### src/rtl/approx_mult_pipe_if.sv
// Operand/result handshake bundle for approx_mult_pipe.
// Both directions use valid/ready: a beat moves on a rising clk edge where valid && ready are both high.
// Once raised, valid and the payload must not change until that edge.
interface approx_mult_pipe_if #(
  parameter int WIDTH = 8
);
  logic               in_valid;
  logic               in_ready;
  logic [WIDTH-1:0]   x;
  logic [WIDTH-1:0]   y;
  logic               approx;
  logic               out_valid;
  logic               out_ready;
  logic [2*WIDTH-1:0] z;
  logic               z_approx;

  // Upstream producer / downstream consumer side.
  modport master (
    output in_valid, x, y, approx, out_ready,
    input  in_ready, out_valid, z, z_approx
  );

  // Multiplier side.
  modport slave (
    input  in_valid, x, y, approx, out_ready,
    output in_ready, out_valid, z, z_approx
  );
endinterface

### src/rtl/approx_mult_pipe.sv
// Three-stage unsigned WIDTH x WIDTH multiplier with a per-transaction exact/approximate
// low-row mode and a count of accepted transactions.
module approx_mult_pipe #(
  parameter int WIDTH = 8,
  parameter int SPLIT = 4,
  parameter int TRUNC = 6,
  parameter int CNT_W = 16
) (
  input  logic               clk,
  input  logic               rst,
  approx_mult_pipe_if.slave  bus,
  output logic [CNT_W-1:0]   acc_cnt
);
  localparam int PW   = 2 * WIDTH;
  localparam int LO_W = WIDTH + SPLIT;
  localparam int HI_W = 2 * WIDTH - SPLIT;

  // Columns at or above TRUNC survive in approximate mode.
  localparam logic [PW-1:0]   KEEP_FULL = {PW{1'b1}} << TRUNC;
  localparam logic [LO_W-1:0] KEEP_LO   = KEEP_FULL[LO_W-1:0];

  // Each pair of low rows is OR-merged column-wise instead of added.
  // OR never exceeds the sum, so the result is bounded by the exact low sum.
  function automatic logic [LO_W-1:0] approx_lo(input logic [WIDTH-1:0] xv,
                                                input logic [WIDTH-1:0] yv);
    logic [LO_W-1:0] acc;
    logic [LO_W-1:0] y_ext;
    logic [LO_W-1:0] r0;
    logic [LO_W-1:0] r1;
    logic [1:0]      xs;
    acc   = '0;
    y_ext = LO_W'(yv);
    for (int k = 0; k < SPLIT / 2; k++) begin
      xs  = 2'(xv >> (2 * k));
      r0  = xs[0] ? (y_ext << (2 * k))     : '0;
      r1  = xs[1] ? (y_ext << (2 * k + 1)) : '0;
      acc = acc + ((r0 | r1) & KEEP_LO);
    end
    return acc;
  endfunction

  logic             stall;
  logic             accept;

  logic             s1_v_q, s1_v_d;
  logic [WIDTH-1:0] x_q, x_d;
  logic [WIDTH-1:0] y_q, y_d;
  logic             ap1_q, ap1_d;

  logic             s2_v_q, s2_v_d;
  logic [HI_W-1:0]  hi_q, hi_d;
  logic [LO_W-1:0]  lo_q, lo_d;
  logic             ap2_q, ap2_d;

  logic             s3_v_q, s3_v_d;
  logic [PW-1:0]    z_q, z_d;
  logic             za_q, za_d;

  logic [CNT_W-1:0] cnt_q, cnt_d;

  logic [HI_W-1:0]  hi_c;
  logic [LO_W-1:0]  lo_exact_c;
  logic [LO_W-1:0]  lo_apx_c;
  logic [PW-1:0]    z_c;

  // The whole pipe freezes only when a finished result is refused; otherwise every
  // stage advances each cycle, so empty stages never hold anything up.
  assign stall  = s3_v_q && !bus.out_ready;
  assign accept = bus.in_valid && !stall;

  assign hi_c       = HI_W'(y_q) * HI_W'(x_q[WIDTH-1:SPLIT]);
  assign lo_exact_c = LO_W'(y_q) * LO_W'(x_q[SPLIT-1:0]);
  assign lo_apx_c   = approx_lo(x_q, y_q);
  assign z_c        = (PW'(hi_q) << SPLIT) + PW'(lo_q);

  always_comb begin
    s1_v_d = s1_v_q;
    x_d    = x_q;
    y_d    = y_q;
    ap1_d  = ap1_q;
    s2_v_d = s2_v_q;
    hi_d   = hi_q;
    lo_d   = lo_q;
    ap2_d  = ap2_q;
    s3_v_d = s3_v_q;
    z_d    = z_q;
    za_d   = za_q;
    cnt_d  = cnt_q;
    if (!stall) begin
      s1_v_d = bus.in_valid;
      s2_v_d = s1_v_q;
      s3_v_d = s2_v_q;
      if (accept) begin
        x_d   = bus.x;
        y_d   = bus.y;
        ap1_d = bus.approx;
        cnt_d = cnt_q + 1'b1;
      end
      if (s1_v_q) begin
        hi_d  = hi_c;
        lo_d  = ap1_q ? lo_apx_c : lo_exact_c;
        ap2_d = ap1_q;
      end
      if (s2_v_q) begin
        z_d  = z_c;
        za_d = ap2_q;
      end
    end
  end

  always_ff @(posedge clk or posedge rst) begin
    if (rst) begin
      s1_v_q <= 1'b0;
      x_q    <= '0;
      y_q    <= '0;
      ap1_q  <= 1'b0;
      s2_v_q <= 1'b0;
      hi_q   <= '0;
      lo_q   <= '0;
      ap2_q  <= 1'b0;
      s3_v_q <= 1'b0;
      z_q    <= '0;
      za_q   <= 1'b0;
      cnt_q  <= '0;
    end else begin
      s1_v_q <= s1_v_d;
      x_q    <= x_d;
      y_q    <= y_d;
      ap1_q  <= ap1_d;
      s2_v_q <= s2_v_d;
      hi_q   <= hi_d;
      lo_q   <= lo_d;
      ap2_q  <= ap2_d;
      s3_v_q <= s3_v_d;
      z_q    <= z_d;
      za_q   <= za_d;
      cnt_q  <= cnt_d;
    end
  end

  assign bus.in_ready  = !stall;
  assign bus.out_valid = s3_v_q;
  assign bus.z         = z_q;
  assign bus.z_approx  = za_q;
  assign acc_cnt       = cnt_q;
endmodule
### src/flat_wrapper.sv
// flat-port wrapper written by rule: the top's interface ports become plain ports
module approx_mult_pipe_flat 
#(
  parameter int WIDTH = 8,
  parameter int SPLIT = 4,
  parameter int TRUNC = 6,
  parameter int CNT_W = 16
)
  (clk, rst, acc_cnt, bus_in_valid, bus_x, bus_y, bus_approx, bus_out_ready, bus_in_ready, bus_out_valid, bus_z, bus_z_approx);
  approx_mult_pipe_if #(.WIDTH(WIDTH)) bus_i ();
  input  logic clk;
  input  logic rst;
  output logic [CNT_W-1:0] acc_cnt;
  input wire logic [$bits(bus_i.in_valid)-1:0] bus_in_valid;
  input wire logic [$bits(bus_i.x)-1:0] bus_x;
  input wire logic [$bits(bus_i.y)-1:0] bus_y;
  input wire logic [$bits(bus_i.approx)-1:0] bus_approx;
  input wire logic [$bits(bus_i.out_ready)-1:0] bus_out_ready;
  output wire logic [$bits(bus_i.in_ready)-1:0] bus_in_ready;
  output wire logic [$bits(bus_i.out_valid)-1:0] bus_out_valid;
  output wire logic [$bits(bus_i.z)-1:0] bus_z;
  output wire logic [$bits(bus_i.z_approx)-1:0] bus_z_approx;
  assign bus_i.in_valid = bus_in_valid;
  assign bus_i.x = bus_x;
  assign bus_i.y = bus_y;
  assign bus_i.approx = bus_approx;
  assign bus_i.out_ready = bus_out_ready;
  assign bus_in_ready = bus_i.in_ready;
  assign bus_out_valid = bus_i.out_valid;
  assign bus_z = bus_i.z;
  assign bus_z_approx = bus_i.z_approx;
  approx_mult_pipe #(.WIDTH(WIDTH), .SPLIT(SPLIT), .TRUNC(TRUNC), .CNT_W(CNT_W)) u_core (.clk(clk), .rst(rst), .bus(bus_i), .acc_cnt(acc_cnt));
endmodule
### config.mk
export PLATFORM = sky130hd
export DESIGN_NAME = approx_mult_pipe_flat
export DESIGN_NICKNAME = d
export VERILOG_FILES = /design/src/rtl/approx_mult_pipe_if.sv /design/src/rtl/approx_mult_pipe.sv /design/src/flat_wrapper.sv
export SDC_FILE = /design/constraint.sdc
export NUM_CORES = 1
export LEC_CHECK = 0
export CAP_MARGIN = 20
export CORE_MARGIN = 4
export CORE_UTILIZATION = 46
export CTS_CLUSTER_DIAMETER = 40
export DETAILED_ROUTE_END_ITERATION = 10
export GPL_TIMING_DRIVEN = 1
export PLACE_DENSITY = 0.73
export SYNTH_ARGS = -nofsm -noshare
export SYNTH_HDL_FRONTEND = slang
export SYNTH_SLANG_ARGS = --single-unit
### constraint.sdc
create_clock -name clk -period 5.9 [get_ports clk]
set_input_delay 0.59 -clock clk [delete_from_list [all_inputs] [get_ports clk]]
set_output_delay 0.59 -clock clk [all_outputs]
set_load 0.02 [all_outputs]
=== Word-level counts from Yosys, hierarchy flattened ===
Cells that the tools add are included.

* Add/subtract/negate cells: 3
* Multipliers: 2
* Reduce and logical (&&, ||, !) cells: 7
* Bitwise operators: 3
* Mux-type cells: 5

{| class="wikitable"
|+ Operator list
! kind !! count
|-
| multiplier 8 x 4 -> 12 bit || 2
|-
| bitwise OR 12 bit || 2
|-
| adder 16 x 1 -> 16 bit, second input constant || 1
|-
| adder 16 x 12 -> 16 bit || 1
|-
| adder 12 bit || 1
|-
| two-way mux 12 bit || 1
|-
| two-way mux 11 bit || 1
|-
| two-way mux 10 bit || 1
|-
| two-way mux 9 bit || 1
|-
| two-way mux 8 bit || 1
|-
| AND reduction 2 bit || 3
|-
| logical AND 1 bit || 2
|-
| zero test 1 bit || 2
|-
| inverter 1 bit || 1
|}

* Output and inout port bits: 35
* Input port bits: 21
* Logic and storage cells: 32
* Bits in registers: 78

=== Logic depth before layout (Yosys ltp) ===
* Depth in word-level cells: 5
* Depth in mapped cells: 14
* Mapped depth without buffers: 13

=== Worst setup path before layout ===
Ideal clock, no wire load.

* Path kind: flip-flop to flip-flop
* Start: reg u_core.x_q[2]
* End: reg u_core.lo_q[10]
* Arrival time: 3.445 ns
* Period minus slack after synthesis: 3.571 ns
* Library setup time: 0.126 ns
* Path slack: 2.329 ns
* Data required time: 5.774 ns
* Path buffers: 1
* Cell stages (with the launch flop): 12
* Path through: dfrtp_1 > clkbuf_1 > nand2_1 > fa_1 > inv_1 > fa_1 > fa_1 > a211oi_1 > nor2_1 > or4_1 > a41o_1 > a221o_1

* Longest elaborated chain between the ends: 4
* Elaborated cells on any way between the ends: 5
* Classes of those cells: add/sub (1); mul (1); mux (2); bitwise (1)

{| class="wikitable"
|+ RTL lines
! element !! RTL line !! source
|-
| from (decl) || approx_mult_pipe.sv:46 || <nowiki>logic [WIDTH-1:0] x_q, x_d;</nowiki>
|-
| from (signal assigned) || approx_mult_pipe.sv:114 || <nowiki>x_q <= '0;</nowiki>
|-
| from (signal assigned) || approx_mult_pipe.sv:127 || <nowiki>x_q <= x_d;</nowiki>
|-
| parallel branches: the longest is 3 deep, another holds multiplier 8 x 4 -> 12 bit || -- ||
|-
| two-way mux 12 bit (*) || approx_mult_pipe.sv:101 || <nowiki>lo_d = ap1_q ? lo_apx_c : lo_exact_c;</nowiki>
|-
| to (signal assigned) || approx_mult_pipe.sv:132 || <nowiki>lo_q <= lo_d;</nowiki>
|-
| to (decl) || approx_mult_pipe.sv:52 || <nowiki>logic [LO_W-1:0] lo_q, lo_d;</nowiki>
|}

Every way passes the cells marked *.
A chain may end at the register's enable or synchronous reset.

=== Worst setup path after layout ===
* Start: reg u_core.y_q[0]
* End: reg u_core.lo_q[10]

* Longest elaborated chain between the ends: 2

{| class="wikitable"
|+ RTL lines
! element !! RTL line !! source
|-
| from (decl) || approx_mult_pipe.sv:47 || <nowiki>logic [WIDTH-1:0] y_q, y_d;</nowiki>
|-
| from (signal assigned) || approx_mult_pipe.sv:128 || <nowiki>y_q <= y_d;</nowiki>
|-
| multiplier 8 x 4 -> 12 bit || approx_mult_pipe.sv:72 || <nowiki>assign lo_exact_c = LO_W'(y_q) * LO_W'(x_q[SPLIT-1:0]);</nowiki>
|-
| two-way mux 12 bit || approx_mult_pipe.sv:101 ||
|}

Every way passes these cells.

==> impl_results.md <==
- ANT nets after route: 0
- Setup tns final: 0 ps
- Final hold slack: 473.4 ps
- Post-synthesis sequential area ratio: 35.66%
- Post-synthesis mux area share: 6.126%
- Status: complete, no violations
- Hold-critical path depth: 2
- Gpl congestion: 0.8797
- Dpl cell area: 0.006155 sq mm
- Non-Filler Instances: 764
- I/O pins: 56
- Worst Setup Start Kind: register
- Simple-Gate Fraction of Synth Area: 14.67%
- Worst Hold End: u_core.lo_q[3]$_DFFE_PP0P_
- Slew Limit Fails: 0
- Setup ws final: 2182 ps
- Initial core utilization: 47.53%
- Cell count after synthesis: 564
- Worst r2r path cells: 10
- Critical Path End Type: register
- Layout cells sized above 1: 8.213%
- GRT Residual Overflow: 0
- Tot GR Track Use: 17.28%
- Post-synthesis cell area: 0.005474 sq mm
- Syn nets: 659
- Number of setup buffers added after CTS: 0
- Worst Min Path Start: u_core.lo_q[3]$_DFFE_PP0P_
- Initial antenna violation count: 0
- Hold crit path type: register to register
- FF-to-FF End: u_core.lo_q[10]$_DFFE_PP0P_
- DR iter-0 viols: 147
- Final setup violation count: 0
- Ys async rst share: 100.0%
- WP data required: 6110 ps
- CTS resizes: 0
- R2R Path Start: u_core.y_q[0]$_DFFE_PP0P_
- Routed WL: 10820 um
- Flop and latch count out of synthesis: 78
- Final Skew: 6.879 ps
- CTS tree: yes
- Port bufs: 55
- Met2 Wirelength: 5114 um
- N_diodes: 0
- Clock insertion delay at the later pin of the skew report: 330 ps
- First-pass GRT wire length: 18970 um
- Max Clk Rate: 268.9 MHz
- Critical path data arrival time: 3930 ps
- Dominant cells by area after synthesis: dfrtp_1, ha_1, fa_1
- Slew @ Worst Pin: 915.8 ps
- Flop2flop setup slack: 2180 ps
- Maximum vdd drop: 0.0002082 V
- H-tree depth: 3
- Largest family of logic cells by synthesized area: adder cells
- Die ar.: 0.01371 sq mm
- Post-Synth Adder-Cell Area: 20.48%
- Core area: 0.01152 sq mm
- Vias in the first global route: 3961
- Final clock period utilization by the worst path: 63.02%
- CTS clk-pin slew, worst paths: 60 ps
- Vias per cell: 5.178
- Top cell type's share of synthesized area: 35.66%
- Dpl cells: 747
- Rel. slew slack: 38.95%
- Post-synth EDFFs: 0
- Chip Width: 117.1 um
- Synth Area in XOR/XNOR: 5.600%
- FP Rows: 39
- Routed met3 length: 314 um
- Clk root buf: clkbuf_16
- 1st-pass router iterations: 4
- CP Class: register to register
- PD cells: 556.3 mW/mm^2
- Fin nets: 711
- DP HPWL: 8368 um
- Post-route minimum period: 3718 ps
- Yosys cell types: 48
- Post-synth top area cell: dfrtp_1
- DR top layer: met4
- Worst-path fanout max: 9
- Syn Area/Cell: 9.706 sq um
- Max Cap Violations: 0
- Cts bufs inserted: 9
- Layout area overhead: 18.45%
- Die height: 117.1 um
- RSZ-0062 raised after global routing: no
- DR WL/cell: 14.17 um
- Met1 WL: 5255 um
- Hold violation count in the final report: 0
- Largest net degree at the start of global routing: 79
- P_leak: 3.134 nW
- Compound-Gate Fraction of Synth Area: 11.89%
- Hold_buf cts: 0
- Ys flop type: dfrtp_1
- Synth Warn #: 0
- Number of clock sinks: 78
- Design area: 0.006484 sq mm
- Drt drc: 0
- Vias post-DR: 3956
- Clock Tree Buf Depth: 2
- Dpl ws: 2201 ps
-- sequential cells by signal (all words and copies together), names as in the netlist, 8 cells and up --
register and cells:
u_core.hi_q 12, u_core.x_q 8, u_core.bus.z 16, u_core.acc_cnt 16
u_core.y_q 8, u_core.lo_q 12
-- cells in the mapped netlist, types with 2 or more instances --
cell       count
a211o_1        2
a211oi_1       7
a21o_1         8
a21oi_1       18
a221o_1        2
and2_1        39
and3_1         3
clkbuf_1      15
dfrtp_1       78
fa_1          26
ha_1          48
inv_1         64
mux2_2        28
mux2i_1        2
nand2_1       77
nand2b_1       8
nand3_1        6
nand4_1        3
nor2_1        14
nor2b_1        5
nor3_1         4
o2111ai_1      2
o211ai_1       5
o21a_1         5
o21ai_0       35
o21bai_1       2
o31ai_1        4
xnor2_1       19
xor2_1        16
-- cells in the final DEF, fill, tap and decap left out, drive strengths merged, types with 11 or more instances in the layout --
cell type       n
a21oi          18
and2           39
clkbuf         11
clkdlybuf4s50  55
dfrtp          78
fa             26
ha             48
inv            63
mux2           28
nand2          78
nor2           14
o21ai          35
xnor2          19
xor2           16
-- how the worst max path moves through the flow --
stage | from | to | slack (ps)
floorplan | u_core.x_q[2]$_DFFE_PP0P_ | u_core.lo_q[10]$_DFFE_PP0P_ | 2330
global placement | u_core.y_q[0]$_DFFE_PP0P_ | u_core.lo_q[10]$_DFFE_PP0P_ | 2280
detailed placement | u_core.y_q[0]$_DFFE_PP0P_ | u_core.lo_q[10]$_DFFE_PP0P_ | 2200
CTS | u_core.y_q[0]$_DFFE_PP0P_ | u_core.lo_q[10]$_DFFE_PP0P_ | 2170
global route | u_core.y_q[0]$_DFFE_PP0P_ | u_core.lo_q[10]$_DFFE_PP0P_ | 2020
finish | u_core.y_q[0]$_DFFE_PP0P_ | u_core.lo_q[10]$_DFFE_PP0P_ | 2180
-- worst max-delay path, stage by stage, from the launching register on --
cell      delay (ps)
dfrtp_1          480
nand2_1          120
fa_1             540
inv_1             50
fa_1             520
fa_1             490
a211oi_1         260
nor2_1           120
or4_1            430
a41o_1           260
a221o_1          310
-- where the power goes --
| part | switching (mW) | internal [mW] | total [mW] |
|---|---|---|---|
| clock | 0.220 | 0.339 | 0.559 |
| combinational | 1.15 | 0.981 | 2.13 |
| sequential | 0.187 | 0.726 | 0.913 |
-- cell families (layout without fill, tap and decap cells) --
family / count (synthesis) / in the layout
simple gates: 165 / 165
compound gates: 101 / 101
buf+inv: 81 / 138
flops: 78 / 78
fa+ha+maj: 74 / 74
xor+xnor: 35 / 35
mux: 30 / 30
-- per-layer routing --
| metal | global-route usage, % | vias to the layer above |
|---|---|---|
| met5 | 0 | - |
| met4 | 4.587 | 0 |
| li1 | - | 1977 |
| met2 | 27.38 | 57 |
| met3 | 2.931 | 9 |
| met1 | 24.77 | 1913 |
-- layout make-up --
| type | instances | area (sq um) |
|---|---|---|
| Clock buffer | 11 | 242.7 |
| Sequential cell | 78 | 1952 |
| Clock inverter | 5 | 58.81 |
| Timing Repair Buffer | 58 | 593.1 |
| Multi-Input combinational cell | 405 | 3217 |
| Tap cell | 143 | 178.9 |
| Fill cell | 1045 | 5032 |
| Inverter | 64 | 241.5 |
-- through the flow --
| step | total power, mW | util, % |
|---|---|---|
| 2_1_floorplan | 2.481 | - |
| 3_3_place_gp | 2.977 | 53.44 |
| 3_5_place_dp | 3.054 | 53.44 |
| 4_1_cts | 3.638 | 56.06 |
| 5_1_grt | 3.986 | 56.30 |
| 6_report | 3.607 | 56.30 |
(Power assumes the default switching activity.)
